### src/rtl/picosoc_gpio_pkg.sv
// Shared register map, CTRL/STATUS bit positions and byte-lane merge helper
// for the picosoc GPIO/timer peripheral.
package picosoc_gpio_pkg;

    localparam int unsigned REG_IDX_W = 6;

    localparam logic [REG_IDX_W-1:0] REG_LED    = 6'h00;
    localparam logic [REG_IDX_W-1:0] REG_KEYS   = 6'h01;
    localparam logic [REG_IDX_W-1:0] REG_CNT    = 6'h02;
    localparam logic [REG_IDX_W-1:0] REG_CMP    = 6'h03;
    localparam logic [REG_IDX_W-1:0] REG_CTRL   = 6'h04;
    localparam logic [REG_IDX_W-1:0] REG_STATUS = 6'h05;

    localparam int unsigned CTRL_W       = 3;
    localparam int unsigned CTRL_TEN     = 0;
    localparam int unsigned CTRL_IEN     = 1;
    localparam int unsigned CTRL_ARL     = 2;
    localparam int unsigned STATUS_MATCH = 0;

    localparam logic [31:0] CMP_RESET = 32'hFFFF_FFFF;

    // Replace the byte lanes of cur selected by wstrb with those of wdata.
    function automatic logic [31:0] apply_wstrb(input logic [31:0] cur,
                                                input logic [31:0] wdata,
                                                input logic [3:0]  wstrb);
        logic [31:0] res;
        res = cur;
        for (int i = 0; i < 4; i++) begin
            if (wstrb[i]) res[8*i +: 8] = wdata[8*i +: 8];
        end
        return res;
    endfunction

endpackage

### src/rtl/gpio_debounce.sv
// Single key bit: 2-FF synchronizer, optionally followed by a debounce
// counter when KEY_DEBOUNCE_EN is defined.
module gpio_debounce #(
    parameter int unsigned DEBOUNCE_CYCLES = 20000
) (
    input  logic clk,
    input  logic reset,
    input  logic din,
    output logic dout
);

    logic meta;
    logic sync_q;

    always_ff @(posedge clk or posedge reset) begin
        if (reset) begin
            meta   <= 1'b0;
            sync_q <= 1'b0;
        end else begin
            meta   <= din;
            sync_q <= meta;
        end
    end

`ifdef KEY_DEBOUNCE_EN
    localparam int unsigned CNT_W = $clog2(DEBOUNCE_CYCLES + 1);
    localparam logic [CNT_W-1:0] LAST = CNT_W'(DEBOUNCE_CYCLES - 1);

    logic [CNT_W-1:0] count;

    // Output follows the synchronized input only after a full stable run.
    always_ff @(posedge clk or posedge reset) begin
        if (reset) begin
            count <= '0;
            dout  <= 1'b0;
        end else if (sync_q == dout) begin
            count <= '0;
        end else if (count == LAST) begin
            count <= '0;
            dout  <= sync_q;
        end else begin
            count <= count + CNT_W'(1);
        end
    end
`else
    logic unused_cfg;
    assign unused_cfg = ^DEBOUNCE_CYCLES;
    assign dout       = sync_q;
`endif

endmodule

### src/rtl/picosoc_gpio_timer.sv
// picorv32 native-bus peripheral: LED register, synchronized keys and a
// 32-bit compare timer with level irq. Key debounce enabled by KEY_DEBOUNCE_EN.
module picosoc_gpio_timer #(
    parameter int unsigned LED_WIDTH       = 6,
    parameter int unsigned KEY_WIDTH       = 5,
    parameter int unsigned DEBOUNCE_CYCLES = 20000
) (
    input  logic                 clk,
    input  logic                 reset,
    input  logic                 sel,
    input  logic                 mem_valid,
    input  logic [7:0]           mem_addr,
    input  logic [31:0]          mem_wdata,
    input  logic [3:0]           mem_wstrb,
    output logic [31:0]          mem_rdata,
    output logic                 ready,
    output logic [LED_WIDTH-1:0] leds,
    input  logic [KEY_WIDTH-1:0] keys,
    output logic                 irq
);
    import picosoc_gpio_pkg::*;

    logic [31:0]          cnt;
    logic [31:0]          cmp;
    logic [CTRL_W-1:0]    ctrl;
    logic                 match;
    logic [KEY_WIDTH-1:0] keys_db;

    logic                 accept_c;
    logic                 wr_c;
    logic                 rd_c;
    logic                 hit_c;
    logic                 clr_c;
    logic [REG_IDX_W-1:0] idx_c;
    logic [31:0]          rdata_c;

    logic unused_addr;
    assign unused_addr = ^mem_addr[1:0];

    for (genvar i = 0; i < KEY_WIDTH; i++) begin : g_key
        gpio_debounce #(
            .DEBOUNCE_CYCLES(DEBOUNCE_CYCLES)
        ) u_db (
            .clk  (clk),
            .reset(reset),
            .din  (keys[i]),
            .dout (keys_db[i])
        );
    end

    // Bus decode, timer match detect and read mux.
    always_comb begin
        accept_c = mem_valid && sel && !ready;
        wr_c     = accept_c && (mem_wstrb != 4'b0000);
        rd_c     = accept_c && (mem_wstrb == 4'b0000);
        idx_c    = mem_addr[7:2];
        hit_c    = ctrl[CTRL_TEN] && (cnt == cmp);
        clr_c    = wr_c && (idx_c == REG_STATUS) && mem_wstrb[0]
                   && mem_wdata[STATUS_MATCH];
        rdata_c  = 32'h0;
        case (idx_c)
            REG_LED:    rdata_c = 32'(leds);
            REG_KEYS:   rdata_c = 32'(keys_db);
            REG_CNT:    rdata_c = cnt;
            REG_CMP:    rdata_c = cmp;
            REG_CTRL:   rdata_c = 32'(ctrl);
            REG_STATUS: rdata_c[STATUS_MATCH] = match;
            default:    rdata_c = 32'h0;
        endcase
    end

    always_ff @(posedge clk or posedge reset) begin
        if (reset) begin
            ready     <= 1'b0;
            mem_rdata <= 32'h0;
        end else begin
            ready     <= accept_c;
            mem_rdata <= rd_c ? rdata_c : 32'h0;
        end
    end

    always_ff @(posedge clk or posedge reset) begin
        if (reset) begin
            leds <= '0;
            cmp  <= CMP_RESET;
            ctrl <= '0;
        end else if (wr_c) begin
            if (idx_c == REG_LED)
                leds <= LED_WIDTH'(apply_wstrb(32'(leds), mem_wdata, mem_wstrb));
            if (idx_c == REG_CMP)
                cmp <= apply_wstrb(cmp, mem_wdata, mem_wstrb);
            if (idx_c == REG_CTRL)
                ctrl <= CTRL_W'(apply_wstrb(32'(ctrl), mem_wdata, mem_wstrb));
        end
    end

    // Bus write to CNT overrides reload/increment; a new match beats W1C.
    always_ff @(posedge clk or posedge reset) begin
        if (reset) begin
            cnt   <= 32'h0;
            match <= 1'b0;
            irq   <= 1'b0;
        end else begin
            if (wr_c && (idx_c == REG_CNT))
                cnt <= apply_wstrb(cnt, mem_wdata, mem_wstrb);
            else if (hit_c && ctrl[CTRL_ARL])
                cnt <= 32'h0;
            else if (ctrl[CTRL_TEN])
                cnt <= cnt + 32'd1;

            if (hit_c)
                match <= 1'b1;
            else if (clr_c)
                match <= 1'b0;

            irq <= match && ctrl[CTRL_IEN];
        end
    end

endmodule

### config.mk
export PLATFORM = sky130hd
export DESIGN_NAME = picosoc_gpio_timer
export DESIGN_NICKNAME = d
export VERILOG_FILES = /design/src/rtl/picosoc_gpio_pkg.sv /design/src/rtl/gpio_debounce.sv /design/src/rtl/picosoc_gpio_timer.sv
export SDC_FILE = /design/constraint.sdc
export NUM_CORES = 1
export LEC_CHECK = 0
export ABC_AREA = 0
export CAP_MARGIN = 20
export CORE_UTILIZATION = 43
export CTS_BUF_LIST = sky130_fd_sc_hd__clkbuf_16
export CTS_CLUSTER_DIAMETER = 60
export DETAILED_ROUTE_END_ITERATION = 16
export PLACE_DENSITY = 0.66
export SYNTH_ARGS = -nofsm -noshare
export SYNTH_HDL_FRONTEND = slang
export SYNTH_SLANG_ARGS = --single-unit
### constraint.sdc
create_clock -name clk -period 5.22 [get_ports clk]
set_input_delay 0.783 -clock clk [delete_from_list [all_inputs] [get_ports clk]]
set_output_delay 0.783 -clock clk [all_outputs]
set_load 0.01 [all_outputs]
==> results by group, run 1 <==
Clocking
  • Post-cts resize count: 0
  • Hold-fix buffers at CTS: 0
  • Root Driver: clkbuf_16
  • Clock Sinks: 118
  • CTS tree: yes
  • TritonCTS Buffers: 17
  • Longest Clk Path Bufs: 2
  • Post-CTS Setup Inserts: 0
  • H-tree depth: 4
  • Worst skew pair latency: 0.43 ns
  • Register clock-pin slew on the reported worst setup and hold paths: approximately 0.06 ns

Detailed routing
  • DR pass1 iterations: 5
  • Initial DRC count: around 490
  • Met2 wire length: 8310 um
  • DRC viols: 0
  • Routed via count: 5110
  • WL/cell: ~20 um
  • Post-Route M1 WL: approximately 7700 um
  • Routed wl met3: between 1000 and 1500 um
  • Top Layer Used: met4
  • Final wirelength: between 15000 and 20000 um
  • Vias per inst: ~5.9
  • Antenna viol nets, final: 0

Pwr
  • Clock Power Share: a little under half
  • Sw Ratio: ~28%
  • Maximum VDD drop: 0.245 mV
  • Power Internal: roughly 1.9 mW
  • Comb power frac: a little over an eighth
  • Flop pwr share: roughly 40%
  • Sw Pwr: ~760 uW
  • Cell Pwr Density: approximately 330 nW/um^2
  • Leakage: around 3.2 nW

STA
  • Final setup fails: 0
  • RSZ-0062 raised after global routing: false
  • Slew at the pin closest to its max-slew limit: roughly 1.0 ns
  • Final Max Tran Viols: 0
  • Setup TNS: 0 ns
  • Final Cycle Share: 62.8%
  • Fmax: ~300 MHz
  • Skew final: around 0.0086 ns
  • Rel. slew slack: between 30% and 40%
  • Final hold vios: 0
  • Minimum clock period: 3.28 ns

Synthesis
  • FFs w/ async S/R, synth: between 90% and 100%
  • Post-Syn Instances: between 500 and 600
  • Synth unique cells: 67
  • Largest area contributor in the netlist: dfrtp_1
  • Sequential element share of the synthesized area: a little under half
  • Synth Flop Type: dfrtp_1
  • Synth top area share: about a third
  • Syn Area/Cell: 10.8 sq um
  • Yosys warns: 0
  • Leading post-synthesis cells by cell area: dfrtp_1 (34%), dfstp_2 (13%), mux2_4 (7.5%)
  • Synth Net Count: 648
  • Yosys reg bits: between 100 and 150
  • Mapped cell area: between 6000 and 7000 sq um
  • Post-synth EDFFs: 0

Global routing
  • Maximum number of pins on one net before global-route repair: 68
  • GRT overflow: 0
  • First-pass GRT wire length: roughly 27000 um
  • Tot GR Track Use: between 20% and 30%
  • Antenna violations before repair: 0
  • Vias in the first global route: between 4k and 5k

Worst hold path
  • Worst hold-check path type: register to register
  • Min-delay src: g_key[0].u_db.meta$_DFF_PP0_

Outcome
  • Outcome: complete, no violations

Finish
  • Most frequent cells in the layout: clkdlybuf4s50_1 (90), dfrtp_1 (86), nor2_1 (54)
  • Fin cells: between 800 and 900
  • Area Overhead vs Synth: 25.0%
  • Nets: 724
  • N_diodes: 0
  • Commonest non-fill, non-tap cell in the layout: clkdlybuf4s50_1
  • Design area: ~8000 sq um
  • Layout cells sized above 1: 20.5%

Setup path
  • Worst EP arrival: roughly 3.6 ns
  • Crit-path slowest cell: clkdlybuf4s50_1
  • Worst path max stage delay: between 0.8 and 0.9 ns
  • CP startpoint kind: primary input
  • Critical Path Fanout Max: 16
  • Crit path from: mem_addr[3]
  • CP Class: primary input to register
  • R2R Path Start: cnt[0]$_DFFE_PP0P_
  • CP Capture Type: register
  • Crit path cell chain: clkdlybuf4s50_1 > nor2b_1 > and4_1 > a21boi_2 > o41a_1 > o22ai_1
  • Worst EP required: 5.56 ns

Job
  • Max Cap Viol: 0

Placement
  • # port buffers: 90
  • Dpl cells: between 800 and 900
  • Routability cong.: a little under 0.9
  • Area after DPL: 7390 sq um
  • Post-DP HPWL: roughly 12000 um

Floorplan
  • Die Span Y: about 120 um
  • Starting Density: between 40 and 50%
  • Chip width: roughly 120 um
  • Row count: 44
  • Ports: 93
  • Core area: around 15000 sq um
  • Die Footprint: around 15000 sq um
## power by group through the flow
| stage | logic (mW) | registers (mW) | clock network (mW) |
|---|---|---|---|
| global route | 0.400 | 1.08 | 1.29 |
| global placement | 0.356 | 1.08 | 0 |
| CTS | 0.365 | 1.07 | 1.24 |
| detailed placement | 0.362 | 1.09 | 0 |
| finish | 0.367 | 1.07 | 1.23 |
| floorplan | 0.269 | 1.04 | 0 |
## worst paths after layout
kind                                                end  depth (start not counted)  slack (ns)
setup reg to reg                    cnt[28]$_DFFE_PP0P_                          7        2.53
min in group asynchronous       mem_rdata[30]$_DFF_PP0_                          2        0.88
hold / removal             g_key[0].u_db.dout$_DFF_PP0_                          0        0.35
setup / recovery                    cnt[15]$_DFFE_PP0P_                          6        1.94
max in group asynchronous            cmp[6]$_DFFE_PP1P_                          3        3.38
hold reg to reg            g_key[0].u_db.dout$_DFF_PP0_                          0        0.35
## kinds of logic (layout without fill, tap and decap cells)
family | after synthesis | after routing | share of synthesized area, %
adders and majority gates | 1 | 1 | 0.195
muxes | 61 | 61 | 12.6
AOI/OAI and AO/OA | 124 | 124 | 13.9
xor gates and xnor gates | 30 | 30 | 4.10
DFF | 118 | 118 | 46.7
buffers and inverters | 64 | 153 | 4.72
and+or+nand+nor | 196 | 196 | 17.7
## layer usage
layer	up-vias	global-route usage (%)
li1	2347	-
met1	2522	32.8
met2	213	37.4
met3	28	5.95
met4	0	9.08
met5	-	0
## worst max-delay path: cells and delay by family
family	cells	cell delay [ns]
buffers and inverters	1	0.83
AND/OR/NAND/NOR	2	1.27
AO/OA/AOI/OAI	3	0.73
## cells in the mapped netlist (10+ instances only)
library cell	count
dfrtp_1	86
nor2_1	54
dfstp_2	32
mux2_4	32
nand3_1	32
a22oi_1	30
xnor2_1	30
nand2_1	28
inv_1	22
a31oi_1	21
buf_2	18
mux2i_1	17
nand4_1	17
clkbuf_1	15
and3_1	13
o21ai_0	13
o22ai_1	12
mux2_2	10
o211ai_1	10
## registers in the layout (all words and copies together), names as in the netlist
| register | flops |
|---|---|
| irq | 1 |
| ready | 1 |
| match | 1 |
| g_key.u_db.meta | 5 |
| cnt | 32 |
| mem_rdata | 32 |
| cmp | 32 |
| ctrl | 3 |
| leds | 6 |
| g_key.u_db.dout | 5 |
## area by class of cell
| cell class | count | area, sq um |
|---|---|---|
| Inverter | 22 | 85.1 |
| Clock buffer | 17 | 425 |
| Sequential cell | 118 | 2990 |
| Multi-Input combinational cell | 412 | 3120 |
| Tap cell | 184 | 230 |
| Timing Repair Buffer | 99 | 968 |
| Fill cell | 1280 | 6520 |
| Clock inverter | 15 | 193 |
## through the flow
step | hold WS [ns] | worst slack, ns | utilization, % | power (mW)
3_5_place_dp | 0.335 | 1.53 | 50.9 | 1.45
4_1_cts | 0.349 | 1.98 | 55.1 | 2.68
3_3_place_gp | 0.335 | 1.56 | 50.9 | 1.44
6_report | 0.348 | 1.94 | 55.1 | 2.67
5_1_grt | 0.358 | 1.69 | 55.1 | 2.78
2_1_floorplan | 0.331 | 1.36 | - | 1.31
Note: power is estimated with default switching activity, not from simulation.
==> run 2, diff against run 1 <==
--- a/config.mk
+++ b/config.mk
@@ -11,7 +11,7 @@
 export CTS_BUF_LIST = sky130_fd_sc_hd__clkbuf_16
 export CTS_CLUSTER_DIAMETER = 60
 export DETAILED_ROUTE_END_ITERATION = 16
-export PLACE_DENSITY = 0.66
+export PLACE_DENSITY = 0.68
 export SYNTH_ARGS = -nofsm -noshare
 export SYNTH_HDL_FRONTEND = slang
 export SYNTH_SLANG_ARGS = --single-unit
==> constraint.sdc (replaced) <==
create_clock -name clk -period 2.9 [get_ports clk]
set_input_delay 0.435 -clock clk [delete_from_list [all_inputs] [get_ports clk]]
set_output_delay 0.435 -clock clk [all_outputs]
set_load 0.01 [all_outputs]
==> results by group, run 2 (synthesis results as in run 1) <==
Finish
  • Most frequent cells in the layout: clkdlybuf4s50_1 (90), dfrtp_1 (86), nor2_1 (54)
  • Commonest non-fill, non-tap cell in the layout: clkdlybuf4s50_1
  • Layout filler cell count: 1251 (-2.3%)
  • N_diodes: 0 (unchanged)
  • Area Overhead vs Synth: 27.1%
  • Layout cells sized above 1: 22.0% (+1.5 points)
  • Biggest regs: cmp (32), cnt (32), mem_rdata (32)
  • Nets: 743 (+2.6%)

Clocking
  • Root Driver: clkbuf_16
  • Post-cts resize count: 0 (unchanged)
  • Worst skew pair latency: 0.42 ns (about the same)
  • Clock Sinks: 118 (unchanged)
  • Hold-fix buffers at CTS: 0 (unchanged)
  • TritonCTS Buffers: 17 (unchanged)
  • CTS tree: yes
  • Post-CTS Setup Inserts: 0 (unchanged)
  • Longest Clk Path Bufs: 2 (unchanged)
  • H-tree depth: 4 (unchanged)
  • Register clock-pin slew on the reported worst setup and hold paths: 0.06 ns (about the same)

Worst hold path
  • Hold depth: 0 (unchanged)
  • Worst hold-check path type: register to register

STA
  • Final Max Tran Viols: 0 (unchanged)
  • Skew final: 0.00761 ns (-0.000966 ns)
  • Rel. slew slack: 47.6% (+15 points)
  • Final hold vios: 0 (unchanged)
  • Final setup fails: 0 (unchanged)
  • RSZ-0062 raised after global routing: false
  • Slew at the pin closest to its max-slew limit: 0.779 ns (-0.225 ns)
  • Minimum clock period: about 2.5 ns
  • Final Cycle Share: between 80% and 90%
  • Fmax: ~400 MHz
  • Setup TNS: 0 ns (unchanged)

Floorplan
  • Die Footprint: 15400 sq um (unchanged)
  • Ports: 93 (unchanged)
  • Row count: 44 (unchanged)
  • Core area: 14500 sq um (unchanged)
  • Chip width: 124 um (unchanged)
  • Starting Density: 44.1% (unchanged)
  • Die Span Y: 124 um (unchanged)

Pwr
  • Comb power frac: 14.4% (+0.7 points)
  • Sw Pwr: 1.26 mW (+65%)
  • Clock Power Share: 44.0% (-2.1 points)
  • Leakage: 3.30 nW (+3.0%)
  • Power Internal: 3.40 mW (+78%)
  • Maximum VDD drop: 0.407 mV (+66%)
  • Total Power: 4.66 mW (+74%)
  • Flop pwr share: 41.6% (+1.4 points)
  • Cell Pwr Density: 572 nW/um^2 (+72%)
  • Sw Ratio: 27.0% (-1.5 points)

Outcome
  • Outcome: complete, no violations

Detailed routing
  • WL/cell: 20.3 um (+1.2%)
  • Routed via count: 5194 (+1.6%)
  • Initial DRC count: 367 (-25%)
  • Antenna viol nets, final: 0 (unchanged)
  • DR pass1 iterations: 5 (unchanged)
  • DRC viols: 0 (unchanged)
  • Final wirelength: 17900 um (+3.3%)
  • Vias per inst: 5.87 (-0.42%)

Placement
  • Post-DP HPWL: 12700 um (+8.5%)
  • # port buffers: 90 (unchanged)
  • Routability cong.: 0.929 (+5.8%)

Setup path
  • Worst EP arrival: 2.79 ns (-0.83 ns)
  • Worst EP required: 3.19 ns (-2.37 ns)
  • CP startpoint kind: register
  • CP Capture Type: register
  • CP Class: register to register
  • Worst Reg2Reg Path Length in Cells: 6 (-1)
  • Critical Path Fanout Max: 7 (-9)

Job
  • Max Cap Viol: 0 (unchanged)

Global routing
  • First-pass GRT wire length: 28300 um (+3.6%)
  • Vias in the first global route: 5306 (+6.6%)
  • GRT overflow: 0 (unchanged)
  • Tot GR Track Use: 25.1% (+0.88 points)
  • Antenna violations before repair: 0 (unchanged)
  • Maximum number of pins on one net before global-route repair: 59 (-13%)
[run 2: cell count changes in the layout (fill, tap and decap cells not counted), sizes merged]
cell	previous run	this run
buf	9	28
clkinvlp	2	3
inv	28	23
clkinv	4	7
[run 2: worst max-delay path, cell delays in order, from the launching register on]
cell and delay (ns):
dfrtp_1 0.48, nand4_1 0.31, or2_2 0.40, nor4_1 0.66, nand3_1 0.19, a31oi_1 0.21, o211ai_1 0.11
[run 2: worst paths after layout]
check                      slack [ns]                      endpoint                          from
max                              0.40           cnt[31]$_DFFE_PP0P_           cnt[15]$_DFFE_PP0P_
min                              0.35  g_key[3].u_db.dout$_DFF_PP0_  g_key[3].u_db.meta$_DFF_PP0_
max reg2reg                      0.40           cnt[31]$_DFFE_PP0P_           cnt[15]$_DFFE_PP0P_
min reg2reg                      0.35  g_key[3].u_db.dout$_DFF_PP0_  g_key[3].u_db.meta$_DFF_PP0_
max in group asynchronous        1.76           cmp[10]$_DFFE_PP1P_                         reset
min in group asynchronous        0.42       mem_rdata[29]$_DFF_PP0_                         reset
[run 2: power by group through the flow]
stage	logic, mW	registers [mW]	clock network (mW)
6_report	0.672	1.94	2.05
5_1_grt	0.731	1.96	2.16
4_1_cts	0.670	1.94	2.08
3_5_place_dp	0.667	1.96	0
3_3_place_gp	0.647	1.95	0
2_1_floorplan	0.484	1.87	0
[run 2: cell type report]
type / count / area, sq um / area share [%]
clock buffer: 17 / 425 / 5.22
clock inverter: 14 / 145 / 1.78
inverter: 22 / 86.3 / 1.06
multi-input combinational: 412 / 3120 / 38.3
sequential: 118 / 2990 / 36.7
tap: 184 / 230 / 2.83
timing repair buffer: 118 / 1150 / 14.1
[run 2: layer usage]
layer	track usage [%]	up-vias	wire length, um
li1	-	2385	-
met1	32.7	2540	7590
met2	38.2	225	8340
met3	6.14	44	1350
met4	14.0	0	648
met5	0	-	0
[run 2: per-stage QoR]
step	instance area, sq um	utilization, %	hold slack, ns	cells	setup WS (ns)
2_1_floorplan	6410	-	0.331	594	0.874
3_3_place_gp	7580	52.1	0.333	854	0.224
3_5_place_dp	7580	52.1	0.341	854	0.195
4_1_cts	8150	56.1	0.353	885	0.466
5_1_grt	8150	56.1	0.364	885	0.263
6_report	8150	56.1	0.354	885	0.400
==> run 3, diff against run 2 <==
--- a/config.mk
+++ b/config.mk
@@ -11,6 +11,7 @@
 export CTS_BUF_LIST = sky130_fd_sc_hd__clkbuf_16
 export CTS_CLUSTER_DIAMETER = 60
 export DETAILED_ROUTE_END_ITERATION = 16
+export GPL_TIMING_DRIVEN = 0
 export PLACE_DENSITY = 0.68
 export SYNTH_ARGS = -nofsm -noshare
 export SYNTH_HDL_FRONTEND = slang
==> results by group, run 3 (synthesis results as in run 1) <==
STA
  • Setup TNS: 0 ns (unchanged)
  • Fmax: 372 MHz (-7.1%)
  • Final Max Tran Viols: 0 (unchanged)
  • Minimum clock period: 2.69 ns (+0.192 ns)
  • Final hold vios: 0 (unchanged)
  • RSZ-0062 raised after global routing: false
  • Final setup slack of the worst path: 0.208 ns (-0.192 ns)
  • Final Cycle Share: 92.8% (+6.6 points)
  • Rel. slew slack: 31.3% (-16 points)
  • Slew at the pin closest to its max-slew limit: 1.02 ns (+0.242 ns)
  • Hold WS: 0.344 ns (-0.00954 ns)
  • Skew final: 0.00955 ns (+0.00194 ns)
  • Final setup fails: 0 (unchanged)

Pwr
  • Power Internal: 3.22 mW (-5.3%)
  • Sw Pwr: 1.26 mW (+0.39%)
  • Leakage: 3.28 nW (-0.54%)
  • Flop pwr share: 41.9% (+0.3 points)
  • Maximum VDD drop: 0.425 mV (+4.2%)
  • Cell Pwr Density: 555 nW/um^2 (-3.0%)
  • Sw Ratio: 28.2% (+1.2 points)
  • Clock Power Share: 41.3% (-2.7 points)
  • Comb power frac: 16.8% (+2.4 points)

Setup path
  • Worst path max stage delay: 0.78 ns (+0.12 ns)
  • Worst EP arrival: 3.00 ns (+0.21 ns)
  • CP Class: register to register
  • CP startpoint kind: register
  • Worst EP required: 3.21 ns (+0.02 ns)
  • CP Capture Type: register
  • Critical Path Fanout Max: 7 (unchanged)
  • Crit-path slowest cell: nor3_1
  • Crit path cell chain: ha_1 > inv_1 > nor3_1 > nand3_1 > o211ai_1 > o31ai_1 > a21o_1

Clocking
  • Longest Clk Path Bufs: 2 (unchanged)
  • CTS tree: yes
  • Worst skew pair latency: 0.42 ns (about the same)
  • Post-cts resize count: 0 (unchanged)
  • H-tree depth: 4 (unchanged)
  • Register clock-pin slew on the reported worst setup and hold paths: 0.05 ns (about the same)
  • Post-CTS Setup Inserts: 0 (unchanged)
  • Root Driver: clkbuf_16
  • Clock Sinks: 118 (unchanged)
  • Hold-fix buffers at CTS: 0 (unchanged)
  • TritonCTS Buffers: 17 (unchanged)

Detailed routing
  • Initial DRC count: 557 (+52%)
  • Antenna viol nets, final: 0 (unchanged)
  • Routed via count: 5395 (+3.9%)
  • DRC viols: 0 (unchanged)
  • DR pass1 iterations: 5 (unchanged)
  • Vias per inst: 5.99 (+2.1%)
  • Final wirelength: 19200 um (+6.9%)
  • WL/cell: 21.3 um (+5.1%)

Global routing
  • Vias in the first global route: 5400 (+1.8%)
  • Maximum number of pins on one net before global-route repair: 44 (-25%)
  • GRT overflow: 0 (unchanged)
  • Tot GR Track Use: 27.0% (+1.9 points)
  • First-pass GRT wire length: 30400 um (+7.6%)
  • Antenna violations before repair: 0 (unchanged)

Placement
  • Post-DP HPWL: 13800 um (+8.9%)
  • Setup WS pre-CTS: 0.00114 ns (-0.194 ns)
  • Routability cong.: 0.918 (-1.2%)
  • # port buffers: 88 (-2.2%)

Finish
  • Biggest regs: cmp (32), cnt (32), mem_rdata (32)
  • Commonest non-fill, non-tap cell in the layout: clkdlybuf4s50_1
  • Most frequent cells in the layout: clkdlybuf4s50_1 (88), dfrtp_1 (86), nor2_1 (54)
  • Nets: 758 (+2.0%)
  • Layout cells sized above 1: 20.7% (-1.3 points)
  • Area Overhead vs Synth: 26.1%
  • N_diodes: 0 (unchanged)

Floorplan
  • Row count: 44 (unchanged)
  • Starting Density: 44.1% (unchanged)
  • Ports: 93 (unchanged)
  • Chip width: 124 um (unchanged)
  • Die Span Y: 124 um (unchanged)
  • Die Footprint: 15400 sq um (unchanged)
  • Core area: 14500 sq um (unchanged)

Worst hold path
  • Worst hold-check path type: register to register

Job
  • Max Cap Viol: 0 (unchanged)

Outcome
  • Outcome: complete, no violations
-- run 3: final timing paths --
check,from,to,slack (ns),cells after the start
max,cnt[0]$_DFFE_PP0P_,cnt[28]$_DFFE_PP0P_,0.21,7
min,g_key[4].u_db.meta$_DFF_PP0_,g_key[4].u_db.dout$_DFF_PP0_,0.34,0
max reg2reg,cnt[0]$_DFFE_PP0P_,cnt[28]$_DFFE_PP0P_,0.21,7
min reg2reg,g_key[4].u_db.meta$_DFF_PP0_,g_key[4].u_db.dout$_DFF_PP0_,0.34,0
max in group asynchronous,reset,cmp[14]$_DFFE_PP1P_,1.62,3
min in group asynchronous,reset,cnt[29]$_DFFE_PP0P_,0.53,2
-- run 3: final cells by class --
class | instances | area [sq um]
fillers | 1275 | 6450
multi-input cells | 412 | 3110
flip-flops and latches | 118 | 2990
repair buffers | 91 | 932
clock buffers | 17 | 425
well taps | 184 | 230
plain buffers | 42 | 220
inverters | 22 | 86.3
clock inverters | 14 | 83.8
-- run 3: power groups by stage --
stage | Clock (mW) | Sequential, mW | Combinational (mW)
after floorplan | 0 | 1.87 | 0.484
after global placement | 0 | 1.90 | 0.721
after detailed placement | 0 | 1.90 | 0.738
after CTS | 1.87 | 1.88 | 0.743
after global routing | 1.95 | 1.89 | 0.816
final | 1.85 | 1.88 | 0.752
-- run 3: critical path: cells and delay by family (launching register included) --
family	cells	cell delay, ns
buf+inv	1	0.10
fa+ha+maj	1	0.39
compound gates	3	0.54
flops	1	0.50
simple gates	2	1.06
-- run 3: through the flow --
stage / total power [mW] / instances / util [%] / instance area (sq um)
after floorplan: 2.36 / 594 / - / 6410
after global placement: 2.62 / 866 / 51.8 / 7520
after detailed placement: 2.64 / 869 / 52.1 / 7580
after CTS: 4.49 / 900 / 55.6 / 8090
after global routing: 4.66 / 900 / 55.6 / 8090
final: 4.49 / 900 / 55.6 / 8090
-- run 3: layer usage --
layer,global-route usage [%],part of all wire (%),wire [um],up-vias
met1,37.3,44,8370,2677
li1,-,-,-,2419
met3,5.40,7.4,1410,33
met4,9.82,1.9,363,0
met5,0,0,0,-
met2,41.7,47,9000,266
